<file path="src/rtl/gbf_fill_ctrl.sv">
// Upstream fill stage for one GBF bank pair: latches refill requests from the
// GBF controller, streams valid/ready words into port A of bank 1 or 2, and
// reports completed fills back through the per-bank ready flags.
module gbf_fill_ctrl #(
   parameter int unsigned GBF_DATA_BITWIDTH = 256,
   parameter int unsigned GBF_ADDR_BITWIDTH = 5,
   parameter int unsigned GBF_DEPTH         = 32
) (
   input  logic                         clk,
   input  logic                         reset,
   input  logic                         finish,
   input  logic [GBF_ADDR_BITWIDTH:0]   fill_words,
   input  logic                         in_valid,
   input  logic [GBF_DATA_BITWIDTH-1:0] in_data,
   output logic                         in_ready,
   input  logic                         gbf1_need_data,
   input  logic                         gbf2_need_data,
   output logic                         en1a,
   output logic                         we1a,
   output logic [GBF_ADDR_BITWIDTH-1:0] addr1a,
   output logic [GBF_DATA_BITWIDTH-1:0] w_data1a,
   output logic                         en2a,
   output logic                         we2a,
   output logic [GBF_ADDR_BITWIDTH-1:0] addr2a,
   output logic [GBF_DATA_BITWIDTH-1:0] w_data2a,
   output logic                         gbf_buf1_ready,
   output logic                         gbf_buf2_ready,
   output logic                         gbf_data_avail,
   output logic                         fill_busy
);

   localparam int unsigned CW = GBF_ADDR_BITWIDTH + 1;
   localparam logic [CW-1:0] DepthW = CW'(GBF_DEPTH);

   typedef enum logic [2:0] {StIdle, StFill1, StFill2, StDone1, StDone2} state_e;

   state_e                       state_q, state_d;
   logic [CW-1:0]                cnt_q, cnt_d, len_q, len_d, len_eff;
   logic                         pend1_q, pend1_d, pend2_q, pend2_d;
   logic                         need_prev1_q, need_prev1_d, need_prev2_q, need_prev2_d;
   logic                         ready1_q, ready1_d, ready2_q, ready2_d, avail_q, avail_d;
   logic                         en1_q, en1_d, we1_q, we1_d, en2_q, en2_d, we2_q, we2_d;
   logic [GBF_ADDR_BITWIDTH-1:0] addr1_q, addr1_d, addr2_q, addr2_d;
   logic [GBF_DATA_BITWIDTH-1:0] wdata1_q, wdata1_d, wdata2_q, wdata2_d;
   logic                         accept, last_beat;

   // Out-of-range fill lengths (0 or beyond the bank) mean "fill the whole bank".
   assign len_eff   = (fill_words == '0 || fill_words > DepthW) ? DepthW : fill_words;
   assign in_ready  = (state_q == StFill1) || (state_q == StFill2);
   assign fill_busy = (state_q != StIdle);
   assign accept    = in_valid && in_ready;
   assign last_beat = (cnt_q == len_q - 1'b1);

   // Next-state, request latch and registered port-A strobes.
   always_comb begin
      state_d      = state_q;
      cnt_d        = cnt_q;
      len_d        = len_q;
      pend1_d      = pend1_q;
      pend2_d      = pend2_q;
      need_prev1_d = gbf1_need_data;
      need_prev2_d = gbf2_need_data;
      ready1_d     = ready1_q;
      ready2_d     = ready2_q;
      avail_d      = avail_q;
      en1_d        = 1'b0;
      we1_d        = 1'b0;
      en2_d        = 1'b0;
      we2_d        = 1'b0;
      addr1_d      = addr1_q;
      addr2_d      = addr2_q;
      wdata1_d     = wdata1_q;
      wdata2_d     = wdata2_q;

      unique case (state_q)
         StIdle: begin
            if (pend1_q) begin
               state_d = StFill1;
               pend1_d = 1'b0;
               len_d   = len_eff;
               cnt_d   = '0;
            end else if (pend2_q) begin
               state_d = StFill2;
               pend2_d = 1'b0;
               len_d   = len_eff;
               cnt_d   = '0;
            end
         end
         StFill1: begin
            if (accept) begin
               en1_d    = 1'b1;
               we1_d    = 1'b1;
               addr1_d  = cnt_q[GBF_ADDR_BITWIDTH-1:0];
               wdata1_d = in_data;
               cnt_d    = cnt_q + 1'b1;
               if (last_beat) state_d = StDone1;
            end
         end
         StFill2: begin
            if (accept) begin
               en2_d    = 1'b1;
               we2_d    = 1'b1;
               addr2_d  = cnt_q[GBF_ADDR_BITWIDTH-1:0];
               wdata2_d = in_data;
               cnt_d    = cnt_q + 1'b1;
               if (last_beat) state_d = StDone2;
            end
         end
         StDone1: begin
            state_d  = StIdle;
            ready1_d = 1'b1;
            avail_d  = 1'b1;
         end
         StDone2: begin
            state_d  = StIdle;
            ready2_d = 1'b1;
            avail_d  = 1'b1;
         end
         default: state_d = StIdle;
      endcase

      // A fresh request overrides both the IDLE clear and a same-edge completion.
      if (gbf1_need_data && !need_prev1_q) begin
         pend1_d  = 1'b1;
         ready1_d = 1'b0;
      end
      if (gbf2_need_data && !need_prev2_q) begin
         pend2_d  = 1'b1;
         ready2_d = 1'b0;
      end

      // Layer done: drop everything except the need edge trackers.
      if (finish) begin
         state_d  = StIdle;
         pend1_d  = 1'b0;
         pend2_d  = 1'b0;
         ready1_d = 1'b0;
         ready2_d = 1'b0;
         avail_d  = 1'b0;
         en1_d    = 1'b0;
         we1_d    = 1'b0;
         en2_d    = 1'b0;
         we2_d    = 1'b0;
      end
   end

   // State registers with synchronous active-high reset.
   always_ff @(posedge clk) begin
      if (reset) begin
         state_q      <= StIdle;
         cnt_q        <= '0;
         len_q        <= '0;
         pend1_q      <= 1'b0;
         pend2_q      <= 1'b0;
         need_prev1_q <= 1'b0;
         need_prev2_q <= 1'b0;
         ready1_q     <= 1'b0;
         ready2_q     <= 1'b0;
         avail_q      <= 1'b0;
         en1_q        <= 1'b0;
         we1_q        <= 1'b0;
         en2_q        <= 1'b0;
         we2_q        <= 1'b0;
         addr1_q      <= '0;
         addr2_q      <= '0;
         wdata1_q     <= '0;
         wdata2_q     <= '0;
      end else begin
         state_q      <= state_d;
         cnt_q        <= cnt_d;
         len_q        <= len_d;
         pend1_q      <= pend1_d;
         pend2_q      <= pend2_d;
         need_prev1_q <= need_prev1_d;
         need_prev2_q <= need_prev2_d;
         ready1_q     <= ready1_d;
         ready2_q     <= ready2_d;
         avail_q      <= avail_d;
         en1_q        <= en1_d;
         we1_q        <= we1_d;
         en2_q        <= en2_d;
         we2_q        <= we2_d;
         addr1_q      <= addr1_d;
         addr2_q      <= addr2_d;
         wdata1_q     <= wdata1_d;
         wdata2_q     <= wdata2_d;
      end
   end

   assign en1a           = en1_q;
   assign we1a           = we1_q;
   assign addr1a         = addr1_q;
   assign w_data1a       = wdata1_q;
   assign en2a           = en2_q;
   assign we2a           = we2_q;
   assign addr2a         = addr2_q;
   assign w_data2a       = wdata2_q;
   assign gbf_buf1_ready = ready1_q;
   assign gbf_buf2_ready = ready2_q;
   assign gbf_data_avail = avail_q;

endmodule

</file>
<file path="config.mk">
export PLATFORM = sky130hd
export DESIGN_NAME = gbf_fill_ctrl
export DESIGN_NICKNAME = d
export VERILOG_FILES = /design/src/rtl/gbf_fill_ctrl.sv
export SDC_FILE = /design/constraint.sdc
export NUM_CORES = 1
export LEC_CHECK = 0
export CORE_AREA = 3 3 308 310
export CTS_CLUSTER_SIZE = 16
export DETAILED_ROUTE_END_ITERATION = 10
export DIE_AREA = 0 0 311 313
export PLACE_DENSITY = 0.46
export SLEW_MARGIN = 10
export SYNTH_ARGS = -nofsm -noshare
export SYNTH_HDL_FRONTEND = slang
export SYNTH_SLANG_ARGS = --single-unit
export TNS_END_PERCENT = 30
</file>
<file path="constraint.sdc">
create_clock -name clk -period 1.8 [get_ports clk]
set_input_delay 0.27 -clock clk [delete_from_list [all_inputs] [get_ports clk]]
set_output_delay 0.27 -clock clk [all_outputs]
set_load 0.03 [all_outputs]
</file>
==> metrics, run 1 <==
outcome=complete, but fails checks; failing checks=setup timing; largest net degree at the start of global routing=84; min Tclk post-route=about 1.9 ns; dpl hpwl=roughly 64,000 um; Nets=between 3,000 and 4,000; total track usage=between 15 and 20%; library cells used by synthesis=48; critical path required time=about 1.5 ns; WP buf/inv=2; IO buf count=around 800; # IOs=799; cell family with most CP delay=flip-flops; H-Tree Depth=3; Syn Nets=roughly 2,700; asr flop ratio synth=0%; Fill cells=roughly 10,000; EDFF count, synth=0; Leak=roughly 13 nW; count of final hold-check violations=0; Mapped Avg Cell Area=7.95 sq um; relative slew slack=66.7%; area of the multi-input gates=roughly 7400 sq um; setup violators final=1; Mapped Area=~19,000 sq um; DR vias=roughly 19,000; synthesized flop and latch total=546; cell total after placement=between 4,000 and 5,000; slowest CP cell=dfxtp_4; Yosys warnings=0; power density cells=~900 nW/um^2; Area growth, synth to finish=62.0%; CTS tree=yes; Switching Share=around a quarter; Sw Pwr=between 6 and 7 mW; clock buffer depth=3; worst slew pin tran=roughly 0.50 ns; worst stage delay on the critical path=roughly 0.36 ns; RSZ-0062 raised after global routing=yes; Detailed Routing Iterations Pass 1=5; Power Internal=~21 mW; peak supply drop=just under 0.6 mV; MaxCap Viol Count=0; number of global-route vias before repair=~19,000; layout cells sized above 1=8.24%; first-pass GRT wire length=around 130,000 um; worst setup path category=register to output pin; Final period util=103%; Post-CTS Hold Fix Bufs=0; grt ovf=0; crit start category=register; WL per Instance=18.9 um; Synth area leaders=dfxtp_1 57%, nand2_1 21%, a21oi_1 14%; leading area contributor after synthesis=dfxtp_1; Site Rows=around 110; WL final=~86,000 um; HP Class=input pin to register; drt drc=0; die height=approximately 310 um; core area=91,900 sq um; initial antenna violation count=11; Antenna Nets Post-Route=0; die width=between 300 and 400 um; setup ws final=-0.0586 ns; Avg Vias per Cell=around 4.2; worst skew pair latency=between 0.6 and 0.7 ns; CP Capture Type=output pin; total power=28.2 mW; Gate power share=about 7.4%; Mapped Cells=2,417; sequential-to-total area share from yosys stat=a little under three fifths; placer congestion estimate=between 0.8 and 0.9; Synth top area share=a little under three fifths; Sequential Power Share=a little over two fifths; Synth top cells by count=1,053 x nand2_1, 546 x dfxtp_1, 534 x a21oi_1, 84 x clkbuf_1, 76 x buf_2; Post-synth top flop=dfxtp_1; root buf cell=clkbuf_16; crit-path cells=buf_8 > nand2b_4 > a21oi_4 > buf_6; # clock sinks=approximately 550; fin. max-slew vios=0; most common cell in the netlist=nand2_1; die footprint=a little under 100,000 sq um; critical path arrival=between 1.5 and 2 ns; largest fanout on the critical path=6; Iter 0 DRT Violations=1,145; clk slew on worst S/H paths=about 0.050 ns; fmax=between 500 and 600 MHz; initial cell density of the core=20.9%; Sequential Area=10,900 sq um; clock share of power=approximately half; final non-filler cell total=4,537; Final Skew=0.0152 ns; CTS buffer count=69
cell usage in the layout, fill, tap and decap left out, types with 14 or more instances in the layout:
master / netlist / layout
nand2_1: 1053 / 1053
dfxtp_1: 546 / 543
a21oi_1: 534 / 533
dlygate4sd2_1: 0 / 508
clkdlybuf4s50_1: 0 / 266
buf_4: 2 / 97
clkbuf_16: 0 / 74
buf_12: 0 / 44
clkbuf_1: 84 / 25
nor2_1: 14 / 14
worst min-delay path, stage by stage:
cell	delay (ns)
buf_8	0.09
buf_12	0.19
a21oi_1	0.06
through the flow:
step / setup TNS, ns / hold WS [ns] / worst slack, ns / cell area [sq um] / utilization, %
2_1_floorplan: 0 / 0.398 / 0.133 / 19200 / -
3_3_place_gp: -61.36 / 0.441 / -0.270 / 29400 / 31.9
3_5_place_dp: -63.63 / 0.445 / -0.249 / 29400 / 31.9
4_1_cts: -0.385 / 0.00641 / -0.239 / 31000 / 33.7
5_1_grt: -0.334 / 0.0369 / -0.147 / 31100 / 33.8
6_report: -0.0586 / 0.0559 / -0.0586 / 31100 / 33.8
state kept, by name (all words and copies together), names as in the netlist, 3 cells and up:
| name | flops |
|---|---|
| addr1a | 5 |
| addr2a | 5 |
| cnt_q | 6 |
| len_q | 6 |
| state_q | 3 |
| w_data1a | 256 |
| w_data2a | 256 |
power by group through the flow:
stage	registers [mW]	clock network (mW)	logic [mW]
2_1_floorplan	12.8	0	0.552
3_3_place_gp	12.6	0	2.20
3_5_place_dp	12.6	0	2.19
4_1_cts	12.3	14.3	2.11
5_1_grt	12.3	14.7	2.24
6_report	12.3	13.8	2.09
worst paths after layout:
kind                                 to  depth (start not counted)  slack, ns                        from
max reg2reg   w_data2a[91]$_SDFFE_PP0P_                          7       0.14     state_q[2]$_SDFFE_PP0P_
min          w_data2a[189]$_SDFFE_PP0P_                          3       0.06                       reset
min reg2reg  w_data2a[113]$_SDFFE_PP0P_                          2       0.45  w_data2a[113]$_SDFFE_PP0P_
max                            in_ready                          4      -0.06     state_q[0]$_SDFFE_PP0P_
kinds of logic (layout without fill, tap and decap cells):
kind of cell / count (synthesis) / after routing / synth area share, %
buffers and inverters: 191 / 1061 / 5.13
adders and majority gates: 2 / 2 / 0.130
DFF: 546 / 546 / 56.9
AOI/OAI and AO/OA: 553 / 553 / 14.8
other: 0 / 7 / 0
xor gates and xnor gates: 8 / 8 / 0.365
and+or+nand+nor: 1117 / 1117 / 22.7
metal layers:
| layer | vias up | track usage (%) | wire (um) |
|---|---|---|---|
| li1 | 9456 | - | - |
| met1 | 8723 | 19.2 | 34300 |
| met2 | 607 | 28.0 | 40800 |
| met3 | 139 | 7.27 | 7880 |
| met4 | 8 | 6.07 | 2720 |
| met5 | - | 0 | 55 |
cell type report:
cell class,count,share of cell area (%)
Sequential cell,546,35.1
Timing Repair Buffer,938,29.0
Multi-Input combinational cell,1680,23.6
Clock buffer,105,6.48
Tap cell,1243,5.00
Clock inverter,13,0.647
Inverter,5,0.0603
Antenna cell,7,0.0563
repair_timing:
action | CTS | global route
cloned | 0 | 1
pin swaps | 1 | 1
resized for setup | 548 | 15
setup buffers | 1 | 5
endpoints found under the setup margin | 524 | 14
endpoints found under the hold margin | 0 | 0
(Power assumes the default switching activity.)
==> run 2: changes to the inputs <==
--- a/config.mk
+++ b/config.mk
@@ -9,6 +9,7 @@
 export CTS_CLUSTER_SIZE = 16
 export DETAILED_ROUTE_END_ITERATION = 10
 export DIE_AREA = 0 0 311 313
+export GPL_ROUTABILITY_DRIVEN = 1
 export PLACE_DENSITY = 0.46
 export SLEW_MARGIN = 10
 export SYNTH_ARGS = -nofsm -noshare
==> results of run 2 <==
Same layout as run 1: the final DEF is identical, and so are final timing and power.
